<file path="config.mk">
export PLATFORM = sky130hd
export DESIGN_NAME = hazard_ctrl
export DESIGN_NICKNAME = d
export VERILOG_FILES = /design/src/rtl/hazard_pkg.sv /design/src/rtl/hazard_mc_tracker.sv /design/src/rtl/hazard_ctrl.sv
export SDC_FILE = /design/constraint.sdc
export NUM_CORES = 1
export LEC_CHECK = 0
export CAP_MARGIN = 20
export CELL_PAD_IN_SITES_DETAIL_PLACEMENT = 2
export CELL_PAD_IN_SITES_GLOBAL_PLACEMENT = 2
export CORE_ASPECT_RATIO = 1.1
export CORE_MARGIN = 2
export CORE_UTILIZATION = 27
export CTS_BUF_LIST = sky130_fd_sc_hd__clkbuf_4 sky130_fd_sc_hd__clkbuf_8
export DETAILED_ROUTE_END_ITERATION = 12
export GPL_TIMING_DRIVEN = 0
export PLACE_DENSITY = 0.89
export SYNTH_ARGS = -nofsm -noshare
export SYNTH_HDL_FRONTEND = slang
export SYNTH_SLANG_ARGS = --single-unit
export TNS_END_PERCENT = 100
</file>
<file path="constraint.sdc">
create_clock -name clk_i -period 4 [get_ports clk_i]
set_clock_uncertainty 0.2 [all_clocks]
set_input_delay 0.6 -clock clk_i [delete_from_list [all_inputs] [get_ports clk_i]]
set_output_delay 0.6 -clock clk_i [all_outputs]
set_load 0.05 [all_outputs]
</file>
<file path="src/rtl/hazard_pkg.sv">
// rtl/hazard_pkg.sv - shared types for the RV32I pipeline hazard controller
package hazard_pkg;

   typedef enum logic [1:0] {
      FWD_RF = 2'b00,
      FWD_S  = 2'b01,
      FWD_M  = 2'b10
   } fwd_sel_t;

   typedef enum logic {
      MC_IDLE = 1'b0,
      MC_BUSY = 1'b1
   } mc_state_t;

endpackage

</file>
<file path="src/rtl/hazard_mc_tracker.sv">
// rtl/hazard_mc_tracker.sv - holds the pipeline while a multi-cycle op sits in E
module hazard_mc_tracker
   import hazard_pkg::*;
#(
   parameter int MC_LATENCY = 4
) (
   input  logic clk_i,
   input  logic rst_i,
   input  logic mc_start,
   output logic mc_stall,
   output logic mc_done
);

   localparam int CW = $clog2(MC_LATENCY);

   mc_state_t         state;
   logic [CW-1:0]     cnt;

   // Stall is raised in the very cycle the op is first seen in E.
   assign mc_stall = (state == MC_IDLE) ? mc_start : (cnt != '0);

   always_ff @(posedge clk_i) begin
      if (rst_i) begin
         state   <= MC_IDLE;
         cnt     <= '0;
         mc_done <= 1'b0;
      end else begin
         case (state)
            MC_IDLE: begin
               if (mc_start) begin
                  state   <= MC_BUSY;
                  cnt     <= CW'(MC_LATENCY - 2);
                  mc_done <= (MC_LATENCY == 2);
               end else begin
                  mc_done <= 1'b0;
               end
            end
            MC_BUSY: begin
               // mc_done is precomputed so it lands on the cnt == 0 release cycle
               if (cnt != '0) begin
                  cnt     <= cnt - 1'b1;
                  mc_done <= (cnt == CW'(1));
               end else begin
                  state   <= MC_IDLE;
                  mc_done <= 1'b0;
               end
            end
            default: begin
               state   <= MC_IDLE;
               cnt     <= '0;
               mc_done <= 1'b0;
            end
         endcase
      end
   end

endmodule

</file>
<file path="src/rtl/hazard_ctrl.sv">
// rtl/hazard_ctrl.sv - forwarding, load-use stall, branch flush and multi-cycle hold
module hazard_ctrl
   import hazard_pkg::*;
#(
   parameter int ADDR_WIDTH = 5,
   parameter int NUM_SRC    = 2,
   parameter int MC_LATENCY = 4,
   parameter int CNT_WIDTH  = 32
) (
   input  logic                                 clk_i,
   input  logic                                 rst_i,
   input  logic [NUM_SRC-1:0][ADDR_WIDTH-1:0]   rsD_i,
   input  logic [NUM_SRC-1:0][ADDR_WIDTH-1:0]   rsE_i,
   input  logic [ADDR_WIDTH-1:0]                rdE_i,
   input  logic [ADDR_WIDTH-1:0]                rdM_i,
   input  logic [ADDR_WIDTH-1:0]                rdS_i,
   input  logic                                 reg_wrM_i,
   input  logic                                 reg_wrS_i,
   input  logic                                 result_srcE_i,
   input  logic                                 pc_srcE_i,
   input  logic                                 mc_startE_i,
   output logic [NUM_SRC-1:0][1:0]              forward_E_o,
   output logic                                 stallPC_o,
   output logic                                 stallFtoD_o,
   output logic                                 flushFtoD_o,
   output logic                                 stallDtoE_o,
   output logic                                 flushDtoE_o,
   output logic                                 flushEtoM_o,
   output logic                                 mc_done_o,
   output logic [CNT_WIDTH-1:0]                 stall_cnt_o
);

   logic mc_stall;
   logic load_use;

   hazard_mc_tracker #(
      .MC_LATENCY (MC_LATENCY)
   ) u_mc_tracker (
      .clk_i    (clk_i),
      .rst_i    (rst_i),
      .mc_start (mc_startE_i),
      .mc_stall (mc_stall),
      .mc_done  (mc_done_o)
   );

   // M wins over S because it holds the younger write to the same register.
   always_comb begin
      for (int i = 0; i < NUM_SRC; i++) begin
         forward_E_o[i] = FWD_RF;
         if (rsE_i[i] != '0 && rsE_i[i] == rdM_i && reg_wrM_i)
            forward_E_o[i] = FWD_M;
         else if (rsE_i[i] != '0 && rsE_i[i] == rdS_i && reg_wrS_i)
            forward_E_o[i] = FWD_S;
      end
   end

   always_comb begin
      load_use = 1'b0;
      for (int i = 0; i < NUM_SRC; i++) begin
         if (result_srcE_i && rdE_i != '0 && rdE_i == rsD_i[i])
            load_use = 1'b1;
      end
   end

   always_comb begin
      stallPC_o   = 1'b0;
      stallFtoD_o = 1'b0;
      flushFtoD_o = 1'b0;
      stallDtoE_o = 1'b0;
      flushDtoE_o = 1'b0;
      flushEtoM_o = 1'b0;
      if (mc_stall) begin
         stallPC_o   = 1'b1;
         stallFtoD_o = 1'b1;
         stallDtoE_o = 1'b1;
         flushEtoM_o = 1'b1;
      end else if (pc_srcE_i) begin
         flushFtoD_o = 1'b1;
         flushDtoE_o = 1'b1;
      end else if (load_use) begin
         stallPC_o   = 1'b1;
         stallFtoD_o = 1'b1;
         flushDtoE_o = 1'b1;
      end
   end

   always_ff @(posedge clk_i) begin
      if (rst_i)
         stall_cnt_o <= '0;
      else if (stallPC_o && stall_cnt_o != '1)
         stall_cnt_o <= stall_cnt_o + 1'b1;
   end

endmodule

</file>
==> impl_results.html <==
<table>
<tr><th>Metric</th><th>Value</th></tr>
<tr><th colspan="2">Outcome</th></tr>
<tr><td>Result of the run</td><td>complete, no violations</td></tr>
<tr><th colspan="2">Pwr</th></tr>
<tr><td>Cell-internal power</td><td>615 uW</td></tr>
<tr><td>Power Dens Cells</td><td>263 mW/mm2</td></tr>
<tr><td>Switching Power</td><td>259 uW</td></tr>
<tr><td>Share of power burned in combinational logic</td><td>25.2%</td></tr>
<tr><td>Switching part of the total power</td><td>29.7%</td></tr>
<tr><td>Lkg Pwr</td><td>1.07 nW</td></tr>
<tr><td>VDD IR max</td><td>0.000103 V</td></tr>
<tr><td>Clock share of power</td><td>32.7%</td></tr>
<tr><td>Sequential Power Share</td><td>42.1%</td></tr>
<tr><td>Overall Power</td><td>about 870 uW</td></tr>
<tr><th colspan="2">Synthesis</th></tr>
<tr><td>Number of flip-flops and latches in the synthesized netlist</td><td>36</td></tr>
<tr><td>Mean Syn Cell Area</td><td>8.20 um2</td></tr>
<tr><td>Net count of the mapped netlist</td><td>about 320</td></tr>
<tr><td>Synthesized cell area</td><td>0.00225 mm2</td></tr>
<tr><td>Sequential share of the synthesized area</td><td>32.1%</td></tr>
<tr><td>Number of distinct library cells after synthesis</td><td>36</td></tr>
<tr><td>Ys Warns</td><td>0</td></tr>
<tr><td>Syn Inst Count</td><td>274</td></tr>
<tr><th colspan="2">Routing</th></tr>
<tr><td>Remaining antenna violation count after routing</td><td>0</td></tr>
<tr><td>Total wire length after detailed routing</td><td>8150 um</td></tr>
<tr><td>Initial DRT Pass Iterations</td><td>5</td></tr>
<tr><td>1st-iter DRT viols</td><td>41</td></tr>
<tr><td>DRC</td><td>0</td></tr>
<tr><td>WL per Instance</td><td>17.2 um</td></tr>
<tr><td>Number of vias in the routed layout</td><td>approximately 2500</td></tr>
<tr><td>Number of vias per cell</td><td>5.21</td></tr>
<tr><th colspan="2">Placed design</th></tr>
<tr><td>Gp weighted congestion</td><td>0.792</td></tr>
<tr><td>Worst-case setup slack after placement</td><td>0.144 ns</td></tr>
<tr><td>Dpl cells</td><td>466</td></tr>
<tr><td>Post-detail-place hpwl</td><td>6630 um</td></tr>
<tr><td>Quantity of I/O buffers inserted on ports</td><td>84</td></tr>
<tr><td>Placed cell area</td><td>0.00322 mm2</td></tr>
<tr><th colspan="2">STA</th></tr>
<tr><td>RSZ-0062 raised after global routing</td><td>false</td></tr>
<tr><td>Worst Hold Margin</td><td>0.293 ns</td></tr>
<tr><td>Post-Route Setup TNS</td><td>0 ns</td></tr>
<tr><td>Final period demand of the worst path</td><td>3.85 ns</td></tr>
<tr><td>Final period utilization</td><td>96.2%</td></tr>
<tr><td>Final Worst Setup Slack</td><td>0.151 ns</td></tr>
<tr><td>Transition at the pin with the smallest max-transition slack</td><td>a little over 0.7 ns</td></tr>
<tr><td>Maximum clock frequency</td><td>0.260 GHz</td></tr>
<tr><td>Max-Slew Margin vs Limit</td><td>52.3%</td></tr>
<tr><td>Hold Fails Final Rpt</td><td>0</td></tr>
<tr><td>Max-slew violation count</td><td>0</td></tr>
<tr><td>Setup violations, final</td><td>0</td></tr>
<tr><th colspan="2">Clocking</th></tr>
<tr><td>TritonCTS clock tree</td><td>yes</td></tr>
<tr><td>CTS H-tree lvls</td><td>2</td></tr>
<tr><td>Number of post-CTS setup repair buffers</td><td>0</td></tr>
<tr><td>Sinks on Clock Net</td><td>36</td></tr>
<tr><td>Number of buffers created by CTS</td><td>5</td></tr>
<tr><td>Buffer levels on the longest clock path</td><td>2</td></tr>
<tr><td>Clock latency of the later-clocked register in the worst-skew pair</td><td>0.29 ns</td></tr>
<tr><td>Post-CTS Hold Fix Bufs</td><td>0</td></tr>
<tr><td>Clock root cell</td><td>sky130_fd_sc_hd__clkbuf_8</td></tr>
<tr><td>Clock edge transition at the registers on the reported setup and hold paths</td><td>0.07 ns</td></tr>
<tr><th colspan="2">Floorplan</th></tr>
<tr><td>Row cnt</td><td>34</td></tr>
<tr><td>Die X</td><td>91.0 um</td></tr>
<tr><td>Initial core utilization</td><td>about 28%</td></tr>
<tr><td>Area of the die</td><td>0.00907 mm2</td></tr>
<tr><td>Placeable core region</td><td>0.00800 mm2</td></tr>
<tr><td>I/O Pins</td><td>85</td></tr>
<tr><td>Y dimension of the die</td><td>99.7 um</td></tr>
<tr><th colspan="2">GRT</th></tr>
<tr><td>Via count of the first global-routing pass</td><td>2774</td></tr>
<tr><td>Maximum number of pins on one net before global-route repair</td><td>11</td></tr>
<tr><td>Initial antenna violation count</td><td>0</td></tr>
<tr><td>Combined global-route utilization of all metal layers</td><td>18.5%</td></tr>
<tr><td>First-pass GRT wire length</td><td>13700 um</td></tr>
<tr><td>Overflow left after global routing</td><td>0</td></tr>
<tr><th colspan="2">Worst setup path</th></tr>
<tr><td>Category of the worst setup path capture point</td><td>output pin</td></tr>
<tr><td>CP Cell Sequence</td><td>clkdlybuf4s50_1 -&gt; or4_4 -&gt; o21ai_2 -&gt; nand2_2 -&gt; o21ai_2 -&gt; inv_1 -&gt; buf_4 -&gt; clkdlybuf4s50_1</td></tr>
<tr><td>Worst-path fanout max</td><td>3</td></tr>
<tr><td>Endpoint required time on the critical path</td><td>roughly 3.2 ns</td></tr>
<tr><td>Critical path buffer and inverter count</td><td>4</td></tr>
<tr><td>Biggest cell delay along the critical path</td><td>0.70 ns</td></tr>
<tr><td>Element type at the critical path start</td><td>input port</td></tr>
<tr><td>Worst EP arrival</td><td>a little over 3 ns</td></tr>
<tr><td>Slowest cell on the critical path</td><td>sky130_fd_sc_hd__clkdlybuf4s50_1</td></tr>
<tr><td>Top Family by Delay on Critical Path</td><td>buffers and inverters</td></tr>
<tr><td>Crit path kind</td><td>input port to output pin</td></tr>
<tr><th colspan="2">Finish</th></tr>
<tr><td>Area of all placed cells without fillers</td><td>0.00332 mm2</td></tr>
<tr><td>Net count of the finished layout</td><td>410</td></tr>
<tr><td>Number of cells in the finished layout apart from fillers</td><td>474</td></tr>
<tr><td>Signed area change from the synthesized netlist to the final layout</td><td>47.9%</td></tr>
<tr><td>Highest-count cells in the layout ignoring fill and taps</td><td>sky130_fd_sc_hd__clkdlybuf4s50_1, sky130_fd_sc_hd__dfxtp_1, sky130_fd_sc_hd__a21oi_1</td></tr>
<tr><td>Commonest non-fill, non-tap cell in the layout</td><td>sky130_fd_sc_hd__clkdlybuf4s50_1</td></tr>
<tr><td>Number of diodes</td><td>0</td></tr>
<tr><td>Share of post-route cells with drive strength above 1</td><td>under 10%</td></tr>
<tr><td>Core Util, Final</td><td>41.6%</td></tr>
<tr><th colspan="2">Min path</th></tr>
<tr><td>Hold Crit Class</td><td>flop to flop</td></tr>
<tr><th colspan="2">Job</th></tr>
<tr><td>Max-capacitance violation count</td><td>0</td></tr>
</table>
## worst register-to-register path, stage by stage (launching register included)
cell and delay, ns:
sky130_fd_sc_hd__dfxtp_1 0.38, sky130_fd_sc_hd__inv_1 0.06, sky130_fd_sc_hd__ha_1 0.21, sky130_fd_sc_hd__nand2b_1 0.16, sky130_fd_sc_hd__o21a_1 0.20, sky130_fd_sc_hd__inv_1 0.28
sky130_fd_sc_hd__o211ai_4 0.16, sky130_fd_sc_hd__buf_6 0.17, sky130_fd_sc_hd__nor4_1 0.29, sky130_fd_sc_hd__mux2_1 0.35
## metal layers
metal	vias to the layer above	GRT usage (%)	routed length, um
li1	1188	-	-
met1	1194	19.1	3120
met2	76	37.1	4500
met3	11	4.32	424
met4	0	4.78	112
met5	-	0	0
## power by group through the flow
stage          registers, mW  clock network [mW]  logic, mW
6_report               0.368               0.286      0.220
2_1_floorplan          0.385                   0      0.113
5_1_grt                0.369               0.311      0.238
3_5_place_dp           0.377                   0      0.223
4_1_cts                0.368               0.292      0.224
3_3_place_gp           0.376                   0      0.213
## cells in the mapped netlist
cell type | number | share of area (%)
sky130_fd_sc_hd__inv_1 | 8 | 1.3
sky130_fd_sc_hd__o22ai_4 | 1 | 0.89
sky130_fd_sc_hd__and4_4 | 2 | 1.0
sky130_fd_sc_hd__nor2b_1 | 4 | 1.1
sky130_fd_sc_hd__nor2_1 | 14 | 2.3
sky130_fd_sc_hd__nand2b_1 | 1 | 0.28
sky130_fd_sc_hd__o21ai_0 | 20 | 4.5
sky130_fd_sc_hd__buf_6 | 2 | 1.0
sky130_fd_sc_hd__nor3_4 | 1 | 0.72
sky130_fd_sc_hd__xnor2_1 | 26 | 10
sky130_fd_sc_hd__or4_4 | 1 | 0.50
sky130_fd_sc_hd__mux2_1 | 2 | 1.0
sky130_fd_sc_hd__or4_1 | 10 | 3.3
sky130_fd_sc_hd__and4_1 | 3 | 1.2
sky130_fd_sc_hd__nor4_1 | 5 | 1.4
sky130_fd_sc_hd__o31ai_1 | 8 | 2.7
sky130_fd_sc_hd__a21oi_1 | 29 | 6.5
sky130_fd_sc_hd__nor3_1 | 1 | 0.22
sky130_fd_sc_hd__nand4_1 | 12 | 3.3
sky130_fd_sc_hd__o211ai_4 | 1 | 0.95
sky130_fd_sc_hd__xor2_1 | 6 | 2.3
sky130_fd_sc_hd__nand2_1 | 16 | 2.7
sky130_fd_sc_hd__buf_4 | 4 | 1.3
sky130_fd_sc_hd__clkbuf_1 | 4 | 0.67
sky130_fd_sc_hd__a221oi_1 | 2 | 0.78
sky130_fd_sc_hd__and2_1 | 3 | 0.84
sky130_fd_sc_hd__or3_1 | 19 | 5.3
sky130_fd_sc_hd__o211ai_1 | 1 | 0.33
sky130_fd_sc_hd__ha_1 | 3 | 1.7
sky130_fd_sc_hd__and3_1 | 5 | 1.4
sky130_fd_sc_hd__dfxtp_1 | 36 | 32
sky130_fd_sc_hd__nand2_2 | 3 | 0.84
sky130_fd_sc_hd__mux2i_1 | 1 | 0.45
sky130_fd_sc_hd__o21ai_2 | 2 | 0.78
sky130_fd_sc_hd__nand3_1 | 16 | 3.6
sky130_fd_sc_hd__o21a_1 | 2 | 0.67
## cells by family after synthesis
kind of cell / after synthesis / synth area share [%]
DFF: 36 / 32.1
xor gates and xnor gates: 32 / 12.5
buffers and inverters: 18 / 4.34
muxes: 3 / 1.45
and+or+nand+nor: 116 / 30.0
AOI/OAI and AO/OA: 66 / 18.0
adders and majority gates: 3 / 1.67
## path summary, 6_finish.rpt
path | slack, ns | start | to | depth (start not counted)
min reg2reg | 0.29 | u_mc_tracker.state$_SDFF_PP0_ | u_mc_tracker.mc_done$_SDFF_PP0_ | 2
min | 0.29 | u_mc_tracker.state$_SDFF_PP0_ | u_mc_tracker.mc_done$_SDFF_PP0_ | 2
max | 0.15 | rdE_i[1] | stallPC_o | 8
max reg2reg | 1.43 | u_mc_tracker.cnt[0]$_SDFFE_PP0P_ | stall_cnt_o[9]$_SDFFE_PP0P_ | 9
## flip-flops by register name, summed over array words and instances, names as in the netlist
signal                flops
stall_cnt_o              32
u_mc_tracker.state        1
u_mc_tracker.cnt          2
u_mc_tracker.mc_done      1
## cell type report
| cell class | count | area (um2) |
|---|---|---|
| multi-input combinational | 220 | 1430 |
| fill | 930 | 4670 |
| sequential | 36 | 721 |
| inverter | 8 | 30.0 |
| clock buffer | 8 | 97.6 |
| tap | 108 | 135 |
| timing repair buffer | 84 | 843 |
| buffer | 10 | 67.6 |
## what timing repair did
item,4_1_cts,5_1_grt
hold endpoints to repair,0,0
setup endpoints to repair,0,1
gates resized for setup,0,1
No activity file was read; power rests on OpenSTA's default activity.
